--- config.mk ---
export PLATFORM = sky130hd
export DESIGN_NAME = reg_write_arbiter
export DESIGN_NICKNAME = d
export VERILOG_FILES = /design/src/rtl/reg_arb_pkg.sv /design/src/rtl/rr_pick.sv /design/src/rtl/reg_write_arbiter.sv
export SDC_FILE = /design/constraint.sdc
export NUM_CORES = 1
export LEC_CHECK = 0
export CORE_MARGIN = 5
export CORE_UTILIZATION = 37
export DETAILED_ROUTE_END_ITERATION = 8
export PLACE_DENSITY = 0.87
export SLEW_MARGIN = 20
export SYNTH_ARGS = -nofsm -noshare
export SYNTH_HDL_FRONTEND = slang
export SYNTH_SLANG_ARGS = --single-unit
--- constraint.sdc ---
create_clock -name clk -period 2.5 [get_ports clk]
set_clock_uncertainty 0.2 [all_clocks]
set_input_delay 0.625 -clock clk [delete_from_list [all_inputs] [get_ports clk]]
set_output_delay 0.625 -clock clk [all_outputs]
set_load 0.05 [all_outputs]
--- src/rtl/reg_arb_pkg.sv ---
// Shared types and helpers for the register write-bus arbiter and related
// shared-resource arbiters.
package reg_arb_pkg;

    typedef enum logic [0:0] {IDLE, XFER} arb_state_e;

    localparam int unsigned DEF_DATA_W = 16;
    localparam int unsigned DEF_ADDR_W = 3;
    localparam int unsigned MAX_REGS   = 256;

    // Callers slice the low NUM_REGS bits; indices above that are never set.
    function automatic logic [MAX_REGS-1:0] onehot_decode(input logic [7:0] idx);
        logic [MAX_REGS-1:0] vec;
        vec      = '0;
        vec[idx] = 1'b1;
        return vec;
    endfunction

endpackage

--- src/rtl/rr_pick.sv ---
// Combinational round-robin picker: first set request at or above ptr,
// wrapping past the top index back to 0.
module rr_pick #(
    parameter int unsigned NUM_REQ = 4,
    localparam int unsigned ID_W   = $clog2(NUM_REQ)
) (
    input  logic [NUM_REQ-1:0] req,
    input  logic [ID_W-1:0]    ptr,
    output logic               valid,
    output logic [ID_W-1:0]    winner
);

    always_comb begin
        valid  = 1'b0;
        winner = ptr;
        for (int unsigned i = 0; i < NUM_REQ; i++) begin
            int unsigned idx;
            idx = (32'(ptr) + i) % NUM_REQ;
            if (!valid && req[idx]) begin
                valid  = 1'b1;
                winner = ID_W'(idx);
            end
        end
    end

endmodule

--- src/rtl/reg_write_arbiter.sv ---
// Round-robin arbiter for the shared register write bus: grant, one-cycle
// transfer with one-hot load strobe, ack back to the winner.
// Optional macro REG_WRITE_ARB_R0_PROTECT_EN makes register 0 read-only zero.
module reg_write_arbiter
    import reg_arb_pkg::*;
#(
    parameter int unsigned NUM_REQ  = 4,
    parameter int unsigned NUM_REGS = 8,
    parameter int unsigned ADDR_W   = DEF_ADDR_W,
    parameter int unsigned DATA_W   = DEF_DATA_W
) (
    input  logic                       clk,
    input  logic                       rst,
    input  logic [NUM_REQ-1:0]         req,
    input  logic [NUM_REQ*ADDR_W-1:0]  req_addr,
    input  logic [NUM_REQ*DATA_W-1:0]  req_data,
    output logic [NUM_REQ-1:0]         ack,
    output logic [DATA_W-1:0]          bus_data,
    output logic [NUM_REGS-1:0]        load,
    output logic [$clog2(NUM_REQ)-1:0] grant_id,
    output logic                       busy,
    output logic                       addr_err
);

    localparam int unsigned ID_W = $clog2(NUM_REQ);

    arb_state_e          state_q, state_d;
    logic [ID_W-1:0]     ptr_q, ptr_d;
    logic [ID_W-1:0]     grant_id_q, grant_id_d;
    logic [NUM_REQ-1:0]  ack_q, ack_d;
    logic [NUM_REGS-1:0] load_q, load_d;
    logic [DATA_W-1:0]   bus_data_q, bus_data_d;
    logic                busy_q, busy_d;
    logic                addr_err_q, addr_err_d;

    logic                pick_valid;
    logic [ID_W-1:0]     pick_id;
    logic [ADDR_W-1:0]   win_addr;
    logic [DATA_W-1:0]   win_data;
    logic                in_range;
    logic                r0_block;
    logic [MAX_REGS-1:0] addr_dec;

    rr_pick #(
        .NUM_REQ (NUM_REQ)
    ) u_rr_pick (
        .req    (req),
        .ptr    (ptr_q),
        .valid  (pick_valid),
        .winner (pick_id)
    );

    always_comb begin
        win_addr = req_addr[pick_id*ADDR_W +: ADDR_W];
        win_data = req_data[pick_id*DATA_W +: DATA_W];
        in_range = (32'(win_addr) < NUM_REGS);
        addr_dec = onehot_decode(8'(win_addr));
`ifdef REG_WRITE_ARB_R0_PROTECT_EN
        r0_block = (win_addr == '0);
`else
        r0_block = 1'b0;
`endif
    end

    // Outputs are computed one edge early so they are registered in XFER.
    always_comb begin
        state_d    = state_q;
        ptr_d      = ptr_q;
        grant_id_d = grant_id_q;
        ack_d      = '0;
        load_d     = '0;
        bus_data_d = '0;
        busy_d     = 1'b0;
        addr_err_d = 1'b0;
        case (state_q)
            IDLE: begin
                if (pick_valid) begin
                    state_d    = XFER;
                    grant_id_d = pick_id;
                    ack_d      = NUM_REQ'(1) << pick_id;
                    bus_data_d = win_data;
                    busy_d     = 1'b1;
                    addr_err_d = !in_range;
                    if (in_range && !r0_block) begin
                        load_d = addr_dec[NUM_REGS-1:0];
                    end
                end
            end
            XFER: begin
                state_d = IDLE;
                ptr_d   = (32'(grant_id_q) == NUM_REQ - 1) ? '0 : grant_id_q + 1'b1;
            end
            default: state_d = IDLE;
        endcase
    end

    always_ff @(posedge clk or posedge rst) begin
        if (rst) begin
            state_q    <= IDLE;
            ptr_q      <= '0;
            grant_id_q <= '0;
            ack_q      <= '0;
            load_q     <= '0;
            bus_data_q <= '0;
            busy_q     <= 1'b0;
            addr_err_q <= 1'b0;
        end else begin
            state_q    <= state_d;
            ptr_q      <= ptr_d;
            grant_id_q <= grant_id_d;
            ack_q      <= ack_d;
            load_q     <= load_d;
            bus_data_q <= bus_data_d;
            busy_q     <= busy_d;
            addr_err_q <= addr_err_d;
        end
    end

    assign ack      = ack_q;
    assign load     = load_q;
    assign bus_data = bus_data_q;
    assign grant_id = grant_id_q;
    assign busy     = busy_q;
    assign addr_err = addr_err_q;

endmodule

Word-level counts from Yosys, hierarchy flattened:

Index checks and enable logic that the tools add are counted.
Widths: inputs -> output; s select.

* register bits after elaboration: 34
* word-level logic and storage cells: 58
* input bits: 82
* output and inout port bits: 32

* equal/unequal tests: 1
* order comparisons: 6
* multiplexer cells: 27
* multiply operators: 1
* $add $sub $neg: 4
* reduce and logical (&&, ||, !) cells: 8
* bitwise gates (word level): 1
* shift-type cells: 3

Operator list (count)
* $shiftx 64x7->16: 1
* $mux 16: 2
* $mux 8: 2
* $lt 2x3->1 const B: 4
* $shiftx 12x5->3: 1
* $mux 1: 11
* $lt 3x9->1 const B: 1
* $bmux 1 s2: 4
* $mux 2: 4
* $mux 4: 2
* $add 2x1->2 const B: 2
* $add 2x2->2 const B: 2
* $logic_and 1x1->1: 4
* $mul 2x2->4 const B: 1
* $shl 1x2->4 const A: 1
* $demux 1 s3: 1
* $ge 3x1->1 const B: 1
* $logic_not 1->1: 3
* $eq 2x2->1 const B: 1
* $pmux 1 s2: 1
* $reduce_and 2->1: 1
* $not 1->1: 1

Logic depth before layout (Yosys ltp):

Gate-level depths: netlist of run 1.

* word-level depth: 20
* gate-level depth with buffers: 8
* mapped depth without buffers: 6

Modules after synthesis:

Synthesis of run 1 repeated with hierarchy kept, for this count alone.

* cells, all modules: 116
* area total of the unflattened synthesis: 1712.9 µm²

Modules (own cells, without submodules)
* reg_write_arbiter: sequential area each 825.8 µm², area an instance 1616.6 µm², cells each 100, instances 1
* rr_pick: sequential area each 0.0 µm², area an instance 96.3 µm², cells each 16, instances 1

Worst setup path before layout of run 1:

Ideal clock, no wire load.

* path type: input -> register
* start: in req[2]
* end: reg bus_data_q[10], in the netlist bus_data[10]
* data required time: 2.180 ns
* path buffers: 2
* arrival time: 1.850 ns
* library setup time: 0.120 ns
* slack: 0.330 ns
* stages: 7
* path through: nor3_1 a2111oi_2 nor2_1 buf_2 clkbuf_1 nand2_1 and3_1

* cells in the longest elaborated chain, start to end: 15
* elaborated cells on any way between the ends: 24
* classes of those cells: 1 x shift; 17 x mux; 6 x reduce/logical

Ends and longest elaborated chain
* from (decl): line reg_write_arbiter.sv:14 `input logic [NUM_REQ-1:0] req,`
* $bmux 1 s2: line rr_pick.sv:19 `if (!valid && req[idx]) begin`
* $mux 1 (implied by the code): line rr_pick.sv:19
* $mux 1: line rr_pick.sv:19
* $logic_not 1->1: line rr_pick.sv:19
* $logic_and 1x1->1: line rr_pick.sv:19
* $mux 1: line rr_pick.sv:19
* $logic_not 1->1: line rr_pick.sv:19
* $logic_and 1x1->1: line rr_pick.sv:19
* $mux 1: line rr_pick.sv:19
* $logic_not 1->1: line rr_pick.sv:19
* $logic_and 1x1->1: line rr_pick.sv:19
* $mux 2: line rr_pick.sv:19
* $shiftx 64x7->16: line reg_write_arbiter.sv:55 `win_data = req_data[pick_id*DATA_W +: DATA_W];`
* $mux 16 (*): line reg_write_arbiter.sv:77 `if (pick_valid) begin`
* $mux 16 (*): line reg_write_arbiter.sv:75 `case (state_q)`
* via bus_data_d[10]: line reg_write_arbiter.sv:32 `logic [DATA_W-1:0] bus_data_q, bus_data_d;`
* to (signal assigned): line reg_write_arbiter.sv:113 `bus_data_q <= bus_data_d;`
* to (decl): line reg_write_arbiter.sv:32

The timed path passes the listed nets; every way through them passes the cells marked *. The select of a mux whose other input is x is not followed.
A chain may end at the register's enable or synchronous reset.

Final worst setup path of run 1:

* start: reg busy_q, in the netlist busy
* end: out busy

RTL lines
* from (decl): line reg_write_arbiter.sv:33 `logic busy_q, busy_d;`
* from (signal assigned): line reg_write_arbiter.sv:114 `busy_q <= busy_d;`
* to (decl): line reg_write_arbiter.sv:21 `output logic busy,`

No word-level cell between the ends.

==> run metrics, run 1 <==
mean area per synthesized cell=10.2 um2; GRT Residual Overflow=0; Initial Util=38.6%; Yosys top cell area share=45.0%; total track usage=17.9%; Worst R2R Path Depth=8; Startpoint Class=flip-flop; CP max-delay cell=clkdlybuf4s50_1; Final period util=96.2%; post-synthesis cell type count=31; max_cap viols=0; first drt pass iteration count=4; total power draw=3580 uW; routed wire length=5.71 mm; remaining antenna violation count=0; crit-path cells=clkdlybuf4s50_1; # rows=25; TNS Setup=0 ns; Critical Path AT=1.58 ns; number of hold buffers added after CTS=0; final setup violation count=0; Max Freq=416 MHz; # IOs=114; clk_lat worst skew=0.28 ns; HP Start=grant_id[1]; CORE AREA=4750 um2; Hold EP=grant_id[1]; CTS Buf Count=5; Crit path buffers/inverters=1; biggest area consumer among synthesized cells=dfrtp_1; Iteration-0 DRC Markers=59; syn_nets=263; WL/cell=15.0 um; cells after synthesis=180; RR Startpoint=ptr_q[0]; vias post-DR=1781; leakage=0.00159 uW; final critical-path required period=2.41 ns; first-pass GRT wire length=8.88 mm; largest net degree at the start of global routing=34; register area share after synthesis=45.0%; number of global-route vias before repair=1845; area delta synth->final=84.2%; Final nets=396; CTS Root Cell=clkbuf_8; clock buffer depth=2; #FFs+latches synth=33; CP Capture Type=output port; Slew headroom=64.9%; hold path depth=1; Max VDD drop=0.551 mV; DP HPWL=4.64 mm; ys flop type=dfrtp_1; Port Buf Inserts=112; Power Density=1060 nW/um2; die area=6470 um2; Chip Width=80.4 um; EDFF count, synth=0; Fin. Hold Viols=0; layout cell share with drive strength beyond 1=17.5%; chip height=80.4 um; top cells by area, synth=dfrtp_1 45%, mux2i_1 21%, nand2_1 7.4%; Worst R2R End=load[0]; yosys warns=0; reg2reg setup slack=0.35 ns; clock sinks=33; Vias/cell=4.67; fill count=384; critical path required time=1.67 ns; status=finished, final reports clean; Slew Viols, Final=0; CTS tree=done; initial antenna violation count=0; crit path kind=reg2out; H-Tree Depth=2; drc violations=0; diode count=0; Slew @ Worst Pin=0.525 ns; Max FO, Critical Path=6; asr flop ratio synth=100%; slowest stage delay, CP=0.85 ns; Final Wtd Congestion=0.802; Post-Syn Area=1830 um2; Worst-path clk slew=0.07 ns; Top delay family on crit path=buffers and inverters; class of the worst hold path=reg2reg
## sequential cells by signal, indices dropped and copies added (netlist names)
| signal | flops |
|---|---|
| bus_data | 16 |
| load | 8 |
| ack | 4 |
| grant_id | 2 |
| ptr_q | 2 |
| busy | 1 |
## timing repair
action,4_1_cts,5_1_grt
pin swaps,5,4
setup buffers,2,1
gates resized for setup,10,10
endpoints found under the setup margin,13,23
## cell usage in the layout, fill, tap and decap left out, types with 3 or more instances in the layout
master	Yosys	routed
mux2i_1	39	35
nor3_1	6	5
mux2i_2	1	4
nor2_1	8	7
dlymetal6s2s_1	0	3
inv_1	3	3
clkbuf_8	0	6
buf_4	7	23
dfrtp_1	33	33
nor3b_2	2	3
and3_1	16	16
nand2_1	36	36
mux2_2	3	3
clkdlybuf4s50_1	0	109
## how the worst max path moves through the flow
| stage | cells past startpoint | slack, ns | startpoint | endpoint |
|---|---|---|---|---|
| after CTS | 10 | -0.01 | req[0] | bus_data[5] |
| after global placement | 7 | -0.32 | req[3] | load[4] |
| after floorplan | 7 | 0.33 | req[2] | bus_data[10] |
| final | 1 | 0.09 | busy | busy |
| after detailed placement | 7 | -0.44 | req[3] | load[4] |
| after global routing | 6 | -0.02 | req[1] | load[0] |
## synthesized netlist by cell type, types with 2 or more instances
library cell and number:
mux2i_1 39, nand2_1 36, dfrtp_1 33, and3_1 16, nor2_1 8, buf_4 7, nor3_1 6, clkbuf_1 3
inv_1 3, mux2_2 3, nor2b_1 3, nor3b_1 2, nor3b_2 2, o21ai_0 2
## through the flow
step | cell area (um2) | util [%] | std cells | worst slack (ns) | hold slack [ns]
2_1_floorplan | 1830 | - | 180 | 0.330 | 0.380
3_3_place_gp | 3160 | 66.4 | 370 | -0.320 | 0.333
3_5_place_dp | 3160 | 66.4 | 370 | -0.439 | 0.341
4_1_cts | 3340 | 70.2 | 380 | -0.0120 | 0.362
5_1_grt | 3380 | 71.1 | 381 | -0.0202 | 0.386
6_report | 3380 | 71.1 | 381 | 0.0943 | 0.362
## metal layers
layer | up-vias | GRT usage [%] | share of wire (%)
met3 | 8 | 3.59 | 6.2
met2 | 66 | 33.7 | 55
met1 | 825 | 19.9 | 37
met4 | 0 | 5.74 | 1.6
li1 | 882 | - | -
met5 | - | 0 | 0
## logic make-up (layout without fill, tap and decap cells)
group	Yosys count	after routing	synth area share [%]
other	1	1	0.204
AOI/OAI and AO/OA	9	9	4.09
and+or+nand+nor	78	78	21.1
muxes	43	43	23.9
adders and majority gates	1	1	0.682
buffers and inverters	15	149	4.98
DFF	33	33	45.0
## area by class of cell
type	instances	area, um2	area share [%]
Multi-Input combinational cell	132	998	29.5
Tap cell	67	83.8	2.48
Clock buffer	7	86.3	2.55
Clock inverter	1	30.0	0.889
Sequential cell	33	826	24.4
Inverter	3	11.3	0.333
Timing Repair Buffer	138	1340	39.8
## power by group
part / switching [uW] / internal, uW
Sequential: 89.8 / 709
Combinational: 1270 / 1000
Clock: 181 / 325
Total: 1540 / 2040
No activity file was read; power rests on OpenSTA's default activity.
==> inputs of run 2 (changes only) <==
- GPL_ROUTABILITY_DRIVEN: not set -> 1
==> results of run 2 <==
Final layout, timing and power as in run 1 (identical DEF).
